$ cat config.mk
export PLATFORM = sky130hd
export DESIGN_NAME = s_axis_cc_adapt
export DESIGN_NICKNAME = d
export VERILOG_FILES = /design/src/rtl/s_axis_cc_adapt.sv
export SDC_FILE = /design/constraint.sdc
export NUM_CORES = 1
export LEC_CHECK = 0
export ABC_AREA = 1
export CAP_MARGIN = 5
export CORE_MARGIN = 3
export CORE_UTILIZATION = 50
export DETAILED_ROUTE_END_ITERATION = 16
export PLACE_DENSITY = 0.85
export SLEW_MARGIN = 10
export SYNTH_ARGS = -nofsm -noshare
export SYNTH_HDL_FRONTEND = slang
export SYNTH_SLANG_ARGS = --single-unit
$ cat constraint.sdc
create_clock -name user_clk -period 1.79 [get_ports user_clk]
set_clock_uncertainty 0.05 [all_clocks]
set_input_delay 0.2685 -clock user_clk [delete_from_list [all_inputs] [get_ports user_clk]]
set_output_delay 0.2685 -clock user_clk [all_outputs]
set_load 0.02 [all_outputs]
$ cat src/rtl/s_axis_cc_adapt.sv
`timescale 1ns/1ps
`default_nettype none
// ============================================================================
//  Module   : s_axis_cc_adapt
//  Purpose  : Completer-completion adapter. Converts legacy 3DW completion
//             TLPs (128-bit, byte keep) into CC AXIS packets (3DW CC
//             descriptor, dword keep) with a 2-entry skid output stage and
//             a length check against the header Length field.
//  Revision : 1.0 - initial release
// ============================================================================
module s_axis_cc_adapt #(
    parameter int DATA_WIDTH = 128,
    parameter int KEEP_WIDTH = DATA_WIDTH / 8
) (
    input  logic                  user_clk,
    input  logic                  user_reset_n,
    input  logic [DATA_WIDTH-1:0] s_axis_cc_tdata,
    input  logic [KEEP_WIDTH-1:0] s_axis_cc_tkeep,
    input  logic                  s_axis_cc_tlast,
    input  logic                  s_axis_cc_tvalid,
    output logic                  s_axis_cc_tready,
    output logic [DATA_WIDTH-1:0] s_axis_cc_tdata_a,
    output logic [3:0]            s_axis_cc_tkeep_a,
    output logic                  s_axis_cc_tlast_a,
    output logic [32:0]           s_axis_cc_tuser_a,
    output logic                  s_axis_cc_tvalid_a,
    input  logic [3:0]            s_axis_cc_tready_a,
    output logic                  cc_len_err
);

    localparam logic [3:0] c_nodata_keep = 4'b0111;

    typedef enum logic [0:0] {
        ST_SOP  = 1'b0,
        ST_DATA = 1'b1
    } state_t;

    typedef struct packed {
        logic [DATA_WIDTH-1:0] data;
        logic [3:0]            keep;
        logic                  last;
        logic                  err;
    } beat_t;

    state_t      state_q, state_d;
    logic [8:0]  cnt_q, cnt_d;
    logic        len_err_q, len_err_d;
    beat_t       main_q, main_d, skid_q, skid_d;
    logic        main_valid_q, main_valid_d;
    logic        skid_valid_q, skid_valid_d;

    logic        w_in_fire;
    logic        w_out_ready;
    logic        w_has_data;
    logic [9:0]  w_len;
    logic [10:0] w_dwords;
    logic [10:0] w_sum;
    logic [8:0]  w_sop_cnt;
    logic [11:0] w_bytecount;
    logic [12:0] w_bc13;
    logic [10:0] w_dw_count;
    logic [31:0] w_desc0, w_desc1, w_desc2;
    logic [3:0]  w_keep_map;
    beat_t       w_beat;

    assign w_in_fire   = s_axis_cc_tvalid && s_axis_cc_tready;
    assign w_out_ready = s_axis_cc_tready_a[0];

    // Legacy header fields (valid on the SOP beat only)
    assign w_has_data  = s_axis_cc_tdata[30];
    assign w_len       = s_axis_cc_tdata[9:0];
    assign w_dwords    = (w_len == 10'd0) ? 11'd1024 : {1'b0, w_len};
    // Beats after the SOP beat: ceil((dwords-1)/4) == (dwords+2)/4
    assign w_sum       = w_dwords + 11'd2;
    assign w_sop_cnt   = w_has_data ? w_sum[10:2] : 9'd0;
    assign w_bytecount = s_axis_cc_tdata[43:32];
    assign w_bc13      = (w_bytecount == 12'd0) ? 13'h1000 : {1'b0, w_bytecount};
    assign w_dw_count  = w_has_data ? w_dwords : 11'd0;

    // CC descriptor DW0..DW2
    assign w_desc0 = {3'b000, w_bc13, 6'b0, 2'b00, 1'b0, s_axis_cc_tdata[70:64]};
    assign w_desc1 = {s_axis_cc_tdata[95:80], 1'b0, s_axis_cc_tdata[14],
                      s_axis_cc_tdata[47:45], w_dw_count};
    assign w_desc2 = {1'b0, 1'b0, s_axis_cc_tdata[13:12], s_axis_cc_tdata[22:20],
                      1'b0, s_axis_cc_tdata[63:48], s_axis_cc_tdata[79:72]};

    for (genvar gi = 0; gi < 4; gi++) begin : g_keep_map
        assign w_keep_map[gi] = s_axis_cc_tkeep[4*gi];
    end

    // Beat formatting, length check and SOP/DATA sequencing
    always_comb begin
        state_d   = state_q;
        cnt_d     = cnt_q;
        w_beat    = '0;
        len_err_d = 1'b0;

        w_beat.last = s_axis_cc_tlast;
        if (state_q == ST_SOP) begin
            w_beat.data = {s_axis_cc_tdata[127:96], w_desc2, w_desc1, w_desc0};
            w_beat.keep = w_has_data ? w_keep_map : c_nodata_keep;
            w_beat.err  = s_axis_cc_tlast && (w_sop_cnt != 9'd0);
        end else begin
            w_beat.data = s_axis_cc_tdata;
            w_beat.keep = w_keep_map;
            w_beat.err  = s_axis_cc_tlast && (cnt_q != 9'd1);
        end

        if (w_in_fire) begin
            len_err_d = w_beat.err;
            if (state_q == ST_SOP) begin
                cnt_d   = s_axis_cc_tlast ? 9'd0 : w_sop_cnt;
                state_d = s_axis_cc_tlast ? ST_SOP : ST_DATA;
            end else begin
                // Saturate at 0 so an overlong packet is flagged at its tlast
                cnt_d   = (cnt_q != 9'd0) ? cnt_q - 9'd1 : 9'd0;
                state_d = s_axis_cc_tlast ? ST_SOP : ST_DATA;
            end
        end
    end

    // Two-entry skid buffer: main drives the outputs, skid catches a stalled beat
    always_comb begin
        main_d       = main_q;
        main_valid_d = main_valid_q;
        skid_d       = skid_q;
        skid_valid_d = skid_valid_q;

        if (!main_valid_q || w_out_ready) begin
            if (skid_valid_q) begin
                main_d       = skid_q;
                main_valid_d = 1'b1;
                skid_valid_d = 1'b0;
            end else begin
                main_valid_d = w_in_fire;
                if (w_in_fire) begin
                    main_d = w_beat;
                end
            end
        end else if (w_in_fire) begin
            skid_d       = w_beat;
            skid_valid_d = 1'b1;
        end
    end

    // State, counter, error pulse and buffer registers
    always_ff @(posedge user_clk or negedge user_reset_n) begin
        if (!user_reset_n) begin
            state_q      <= ST_SOP;
            cnt_q        <= 9'd0;
            len_err_q    <= 1'b0;
            main_q       <= '0;
            main_valid_q <= 1'b0;
            skid_q       <= '0;
            skid_valid_q <= 1'b0;
        end else begin
            state_q      <= state_d;
            cnt_q        <= cnt_d;
            len_err_q    <= len_err_d;
            main_q       <= main_d;
            main_valid_q <= main_valid_d;
            skid_q       <= skid_d;
            skid_valid_q <= skid_valid_d;
        end
    end

    assign s_axis_cc_tready   = !skid_valid_q;
    assign s_axis_cc_tdata_a  = main_q.data;
    assign s_axis_cc_tkeep_a  = main_q.keep;
    assign s_axis_cc_tlast_a  = main_q.last;
    assign s_axis_cc_tuser_a  = {32'd0, main_q.err};
    assign s_axis_cc_tvalid_a = main_valid_q;
    assign cc_len_err         = len_err_q;

    // Inputs that carry no information for this datapath
    logic unused_bits;
    assign unused_bits = ^{s_axis_cc_tready_a[3:1], s_axis_cc_tkeep[15:13],
                           s_axis_cc_tkeep[11:9], s_axis_cc_tkeep[7:5],
                           s_axis_cc_tkeep[3:1], w_sum[1:0]};

endmodule
`default_nettype wire

==> impl_metrics.ini, run 1 <==
[clock_tree]
clock-root-buffer = clkbuf_16
clk_latency_ps = 550
cts_tree = done
clkSinkCount = 281
cts_made_buffers = 30
cts_setup_buffers = 0
htreeDepth = 1
cts_buffer_depth = 3
clk_pin_slew_worst_paths_ps = 60

[yosys]
yosysWarnings = 0
synth_top_cell_area_share_pct = 53.65
synth.area.top_cells = dfrtp_1 54%, nand2_1 15%, a21oi_1 6.3%
ys_types = 27
synth_area_um2 = 13110
yosysTopAreaCell = dfrtp_1
ys_ff_latch = 281
syn_inst = 1626
yosysSeqAreaShare_pct = 53.65
syn-mean-instance-area_um2 = 8.061

[worst_setup_path]
reg2reg_from = skid_valid_q
arrival_ps = 1400
critPathKind = flop to primary output
r2r_end = skid_q[84]
cp.required_ps = 1470
rr_worst_depth = 6
regToRegSetupSlack_ps = 90
cp-end-kind = primary output
critPathLaunchType = flop
crit_fanout = 6

[cells_and_area]
nFillCells = 2019
drive_gt1_share_pct = 8.031
postLayoutCellArea_um2 = 17490
antenna_cells_inserted = 0
final_core_util_pct = 68.67
nNetsFinal = 2061
mostFrequentLayoutCells = 526 x nand2_1, 279 x dfrtp_1, 164 x a21oi_1
syn2layout_area_growth_pct = 33.45
final_common_cell = nand2_1

[power_and_ir_drop]
ir_drop_mv = 0.8978
p_seq_share_pct = 41.5
swShare_pct = 32.95
pwr_density_cell_nw_per_um2 = 1187
comb_power_share_pct = 26.8
power_leakage_nw = 8.320
p_clk_share_pct = 31.7
p_sw_mw = 6.841
internal_power_mw = 13.92

[worst_hold_path]
hp-class = primary input to asynchronous set/reset pin

[drt]
routed_wl_um = 41380
wl_per_cell_um = 18.31
drc = 0
ant_nets = 0
first_iter_violations = 1524
first_pass_iters = 8
via_per_inst = 5.669
vias = 12810

[global_route]
grtUsageTotal_pct = 28.46
grt_max_degree = 145
grt_first_pass_wirelength_um = 65710
grt_pass1_vias = 12580
antenna_found_initial = 1
grt_overflow_total = 0

[flow_run]
max_cap_viol_count = 0

[timing]
max_slew.worst_pin.slew_ps = 666.9
slew_headroom_pct = 55.54
final-hold-violation-count = 0
rsz0062_at_grt = no
min_period_over_period_pct = 95.83
report.final.slew_viol_count = 0
finalSetupViolations = 0
period_minus_slack_ps = 1715
max_freq_mhz = 583.0

[floorplanning]
die_w_um = 167.9
pin_count = 321
initial_core_util_pct = 51.46
fp.dieH_um = 167.9
core_area_um2 = 25470
dieArea_um2 = 28190
rows = 58

[placed_design]
hpwl_um = 27920
place.gp.congestion = 0.9785
io_buffers = 273
place_area_um2 = 16560

[status]
outcome = finished clean
power by group through the flow:
stage | Clock, mW | Combinational [mW] | Sequential, mW
finish | 6.59 | 5.56 | 8.61
global route | 6.93 | 6.09 | 8.78
CTS | 6.67 | 5.56 | 8.59
detailed placement | 0 | 5.97 | 8.69
global placement | 0 | 5.79 | 8.63
floorplan | 0 | 2.42 | 9.31
layout make-up:
class	count	area [µm²]	area share, %
clock buffer	48	949.7	5.429
clock inverter	8	117.6	0.6724
multi-input combinational	1187	5300	30.30
tap	330	412.9	2.361
sequential	281	7039	40.24
inverter	46	177.7	1.016
timing repair buffer	360	3495	19.98
stage by stage:
step / hold WS [ps] / worst slack (ps) / TNS [ps] / total power [mW] / cells
2_1_floorplan: -77.09 / 267.6 / 0 / 11.73 / 1657
3_3_place_gp: 139.7 / -220.9 / -17220 / 14.42 / 2203
3_5_place_dp: 144.8 / -274.0 / -24420 / 14.66 / 2203
4_1_cts: 164.3 / 7.954 / 0 / 20.82 / 2260
5_1_grt: 185.2 / 4.084 / 0 / 21.79 / 2260
6_report: 159.8 / 74.70 / 0 / 20.76 / 2260
state kept, by name, summed over array words and instances, names as in the netlist:
name and count:
cnt_q 9, state_q 1, skid_q 134, s_axis_cc_tlast_a 1
s_axis_cc_tkeep_a 4, s_axis_cc_tvalid_a 1, s_axis_cc_tdata_a 128, s_axis_cc_tuser_a 1
skid_valid_q 1, cc_len_err 1
cells in the mapped netlist:
cell type,instances
conb_1,1
buf_1,5
xor2_1,6
nand3_1,23
o21ai_1,3
dfrtp_1,281
o22ai_1,11
inv_1,40
nor2_1,158
inv_2,6
ha_1,3
clkbuf_1,56
nor2_8,1
nor2_4,3
buf_2,46
nand2_1,526
a21oi_1,164
o21ai_0,136
a22oi_1,2
o21a_1,1
or2_2,1
buf_4,36
nor3_1,5
o31ai_1,3
a31oi_1,100
nand4_1,8
nor4_1,1
worst max-delay path, stage by stage, from the launching register on:
cell and delay, ps:
dfrtp_4 560, inv_4 130, buf_4 160
logic make-up (layout without fill, tap and decap cells):
family	count (synthesis)	in the layout	synth area share [%]
xor gates and xnor gates	6	6	0.4009
DFF	281	281	53.65
other	1	32	0.02861
adders and majority gates	3	3	0.2864
buffers and inverters	189	462	6.882
and+or+nand+nor	726	726	21.54
AOI/OAI and AO/OA	420	420	17.21
worst max path at each step:
stage	startpoint	endpoint	cells after the start
after floorplan	s_axis_cc_tvalid_a	s_axis_cc_tdata_a[38]	8
after global placement	s_axis_cc_tdata[2]	s_axis_cc_tuser_a[0]	11
after detailed placement	s_axis_cc_tdata[2]	s_axis_cc_tuser_a[0]	11
after CTS	skid_valid_q	s_axis_cc_tready	2
after global routing	skid_valid_q	skid_q[84]	6
final	skid_valid_q	s_axis_cc_tready	2
timing repair:
action / CTS / global route
cloned: 0 / 0
gates resized for setup: 142 / 6
pin swaps: 0 / 0
hold buffers: 1 / 0
setup endpoints to repair: 137 / 21
hold endpoints to repair: 267 / 0
metal layers:
| metal | track usage, % | routed length [µm] | part of all wire [%] | vias up |
|---|---|---|---|---|
| met5 | 0 | 16 | 0.039 | - |
| met4 | 9.036 | 1430 | 3.5 | 2 |
| met3 | 6.081 | 3866 | 9.3 | 102 |
| met2 | 47.27 | 19810 | 48 | 673 |
| met1 | 37.65 | 16260 | 39 | 6156 |
| li1 | - | - | - | 5878 |
No activity file was read; power rests on OpenSTA's default activity.
==> run 2: changes to the inputs <==
--- a/config.mk
+++ b/config.mk
@@ -7,10 +7,11 @@
 export LEC_CHECK = 0
 export ABC_AREA = 1
 export CAP_MARGIN = 5
+export CORE_ASPECT_RATIO = 2
 export CORE_MARGIN = 3
 export CORE_UTILIZATION = 50
 export DETAILED_ROUTE_END_ITERATION = 16
-export PLACE_DENSITY = 0.85
+export PLACE_DENSITY = 0.81
 export SLEW_MARGIN = 10
 export SYNTH_ARGS = -nofsm -noshare
 export SYNTH_HDL_FRONTEND = slang
==> constraint.sdc (replaced) <==
create_clock -name user_clk -period 1.9 [get_ports user_clk]
set_clock_uncertainty 0.05 [all_clocks]
set_input_delay 0.285 -clock user_clk [delete_from_list [all_inputs] [get_ports user_clk]]
set_output_delay 0.285 -clock user_clk [all_outputs]
set_load 0.02 [all_outputs]
==> run 2 against run 1 <==
Via count is 1.7% lower. Register-to-register slack better by 90 ps. Combinational power is 0.9% higher. First-iteration DRC count is 17% lower. Global-route usage is 0.24 points higher. Clock power is 21% lower. Hold slack better by 52 ps.
==> impl_metrics.ini, run 2 (synthesized netlist as in run 1, its figures left out) <==
[status]
outcome = finished clean

[timing]
min_period_over_period_pct = 98.49
finalSetupViolations = 0
report.final.slew_viol_count = 0
final-hold-violation-count = 0
hold-worst-slack_ps = 212.2
max_freq_mhz = 534.4
period_minus_slack_ps = 1871
fin_ws_ps = 28.76

[floorplanning]
fp.dieH_um = 235.0
pin_count = 321
dieArea_um2 = 28310
core_area_um2 = 25750
rows = 83
die_w_um = 120.5
initial_core_util_pct = 50.89

[worst_setup_path]
cp_num_buf_inv = 1
cp_cell_sequence = clkdlybuf4s50_1
arrival_ps = 1540
critPathLaunchType = flop
crit_fanout = 2
cp-end-kind = primary output
slowest_stage = clkdlybuf4s50_1
cp.required_ps = 1560
critPathKind = flop to primary output
max_stage_delay_ps = 650
critPathTopFamily = buffers and inverters

[clock_tree]
clkSinkCount = 281
clk_pin_slew_worst_paths_ps = 70
clk_latency_ps = 540
clock-root-buffer = clkbuf_16
htreeDepth = 1
cts_tree = done
cts_setup_buffers = 0
cts_buffer_depth = 3
cts_made_buffers = 25

[drt]
drc = 0
vias = 12590
routed_wl_um = 41300
first_iter_violations = 1259
via_per_inst = 5.567
ant_nets = 0
first_pass_iters = 6
wl_per_cell_um = 18.26

[cells_and_area]
nFillCells = 2095
nNetsFinal = 2056
largest_reg_flops = 134
drive_gt1_share_pct = 7.504
largest-register = skid_q
fin_cells = 2261
final_common_cell = nand2_1
syn2layout_area_growth_pct = 33.84
mostFrequentLayoutCells = 526 x nand2_1, 279 x dfrtp_1, 228 x clkdlybuf4s50_1

[global_route]
antenna_found_initial = 2
grt_overflow_total = 0
grt_pass1_vias = 12480
grtUsageTotal_pct = 28.69
grt_max_degree = 65
grt_first_pass_wirelength_um = 65540

[worst_hold_path]
hp-class = primary input to asynchronous set/reset pin

[power_and_ir_drop]
p_sw_mw = 6.327
comb_power_share_pct = 29.7
pwr_density_cell_nw_per_um2 = 1078
power_leakage_nw = 8.200
power_mw = 18.91
ir_drop_mv = 0.7330
internal_power_mw = 12.58
p_seq_share_pct = 42.8
p_clk_share_pct = 27.5
swShare_pct = 33.46

[placed_design]
hpwl_um = 29370
place.gp.congestion = 0.8933
placed_cells = 2213
pre_cts_ws_ps = -272.5
io_buffers = 273

[flow_run]
max_cap_viol_count = 0
[run 2: cell count changes in the layout (fill, tap and decap cells not counted), sizes merged]
| cell | change |
|---|---|
| clkdlybuf4s50 | +93 |
| dlymetal6s2s | +19 |
| diode | +2 |
| clkinv | +4 |
| clkdlybuf4s15 | +1 |
| clkbuf | -14 |
| dlygate4sd2 | -112 |
| buf | -1 |
| bufinv | -1 |
[run 2: power by group through the flow]
| stage | Clock (mW) | Combinational (mW) | Sequential [mW] |
|---|---|---|---|
| 6_report | 5.20 | 5.61 | 8.09 |
| 5_1_grt | 5.52 | 6.12 | 8.23 |
| 3_5_place_dp | 0 | 5.70 | 8.17 |
| 2_1_floorplan | 0 | 2.28 | 8.77 |
| 3_3_place_gp | 0 | 5.54 | 8.12 |
| 4_1_cts | 5.30 | 5.65 | 8.08 |
[run 2: worst paths after layout]
| check | from | end | slack (ps) | cells past startpoint |
|---|---|---|---|---|
| setup / recovery | s_axis_cc_tdata_a[16] | s_axis_cc_tdata_a[16] | 30 | 1 |
| hold / removal | user_reset_n | skid_q[72] | 210 | 2 |
| setup reg to reg | skid_valid_q | s_axis_cc_tkeep_a[2] | 180 | 5 |
| hold reg to reg | skid_q[32] | skid_q[32] | 420 | 2 |
| max in group asynchronous | user_reset_n | skid_q[17] | 870 | 3 |
| min in group user_clk | s_axis_cc_tdata[107] | skid_q[113] | 260 | 3 |
[run 2: layout make-up]
class	instances	area, µm²	share of cell area (%)
sequential	281	7039	40.13
inverter	46	175.2	0.9985
clock buffer	34	709.4	4.044
clock inverter	11	118.9	0.6776
tap	340	425.4	2.425
timing repair buffer	360	3775	21.52
multi-input combinational	1187	5295	30.18
antenna	2	5.005	0.02853
[run 2: worst register-to-register path: cells and delay by family, from the launching register on]
| family | cells | cell delay [ps] |
|---|---|---|
| flip-flops | 1 | 560 |
| AO/OA/AOI/OAI | 2 | 260 |
| buffers and inverters | 2 | 630 |
| AND/OR/NAND/NOR | 1 | 100 |
[run 2: stage by stage]
step                area [µm²]  utilization, %  setup TNS, ps
floorplan                13220               -              0
global placement         16680           64.75          -4166
detailed placement       16680           64.75          -7921
CTS                      17490           67.89              0
global route             17540           68.12         -2.256
finish                   17540           68.12              0
[run 2: repair_timing]
| item | CTS | global route |
|---|---|---|
| pin swaps | 0 | 0 |
| hold buffers | 1 | 0 |
| resized for setup | 27 | 20 |
| setup endpoints to repair | 25 | 27 |
| endpoints found under the hold margin | 97 | 0 |
[run 2: per-layer routing]
metal	share of wire, %	up-vias	GRT usage, %
met5	0	-	0
met4	7.6	0	18.64
met3	6.5	139	4.408
met2	51	577	49.11
met1	35	6001	32.86
li1	-	5871	-
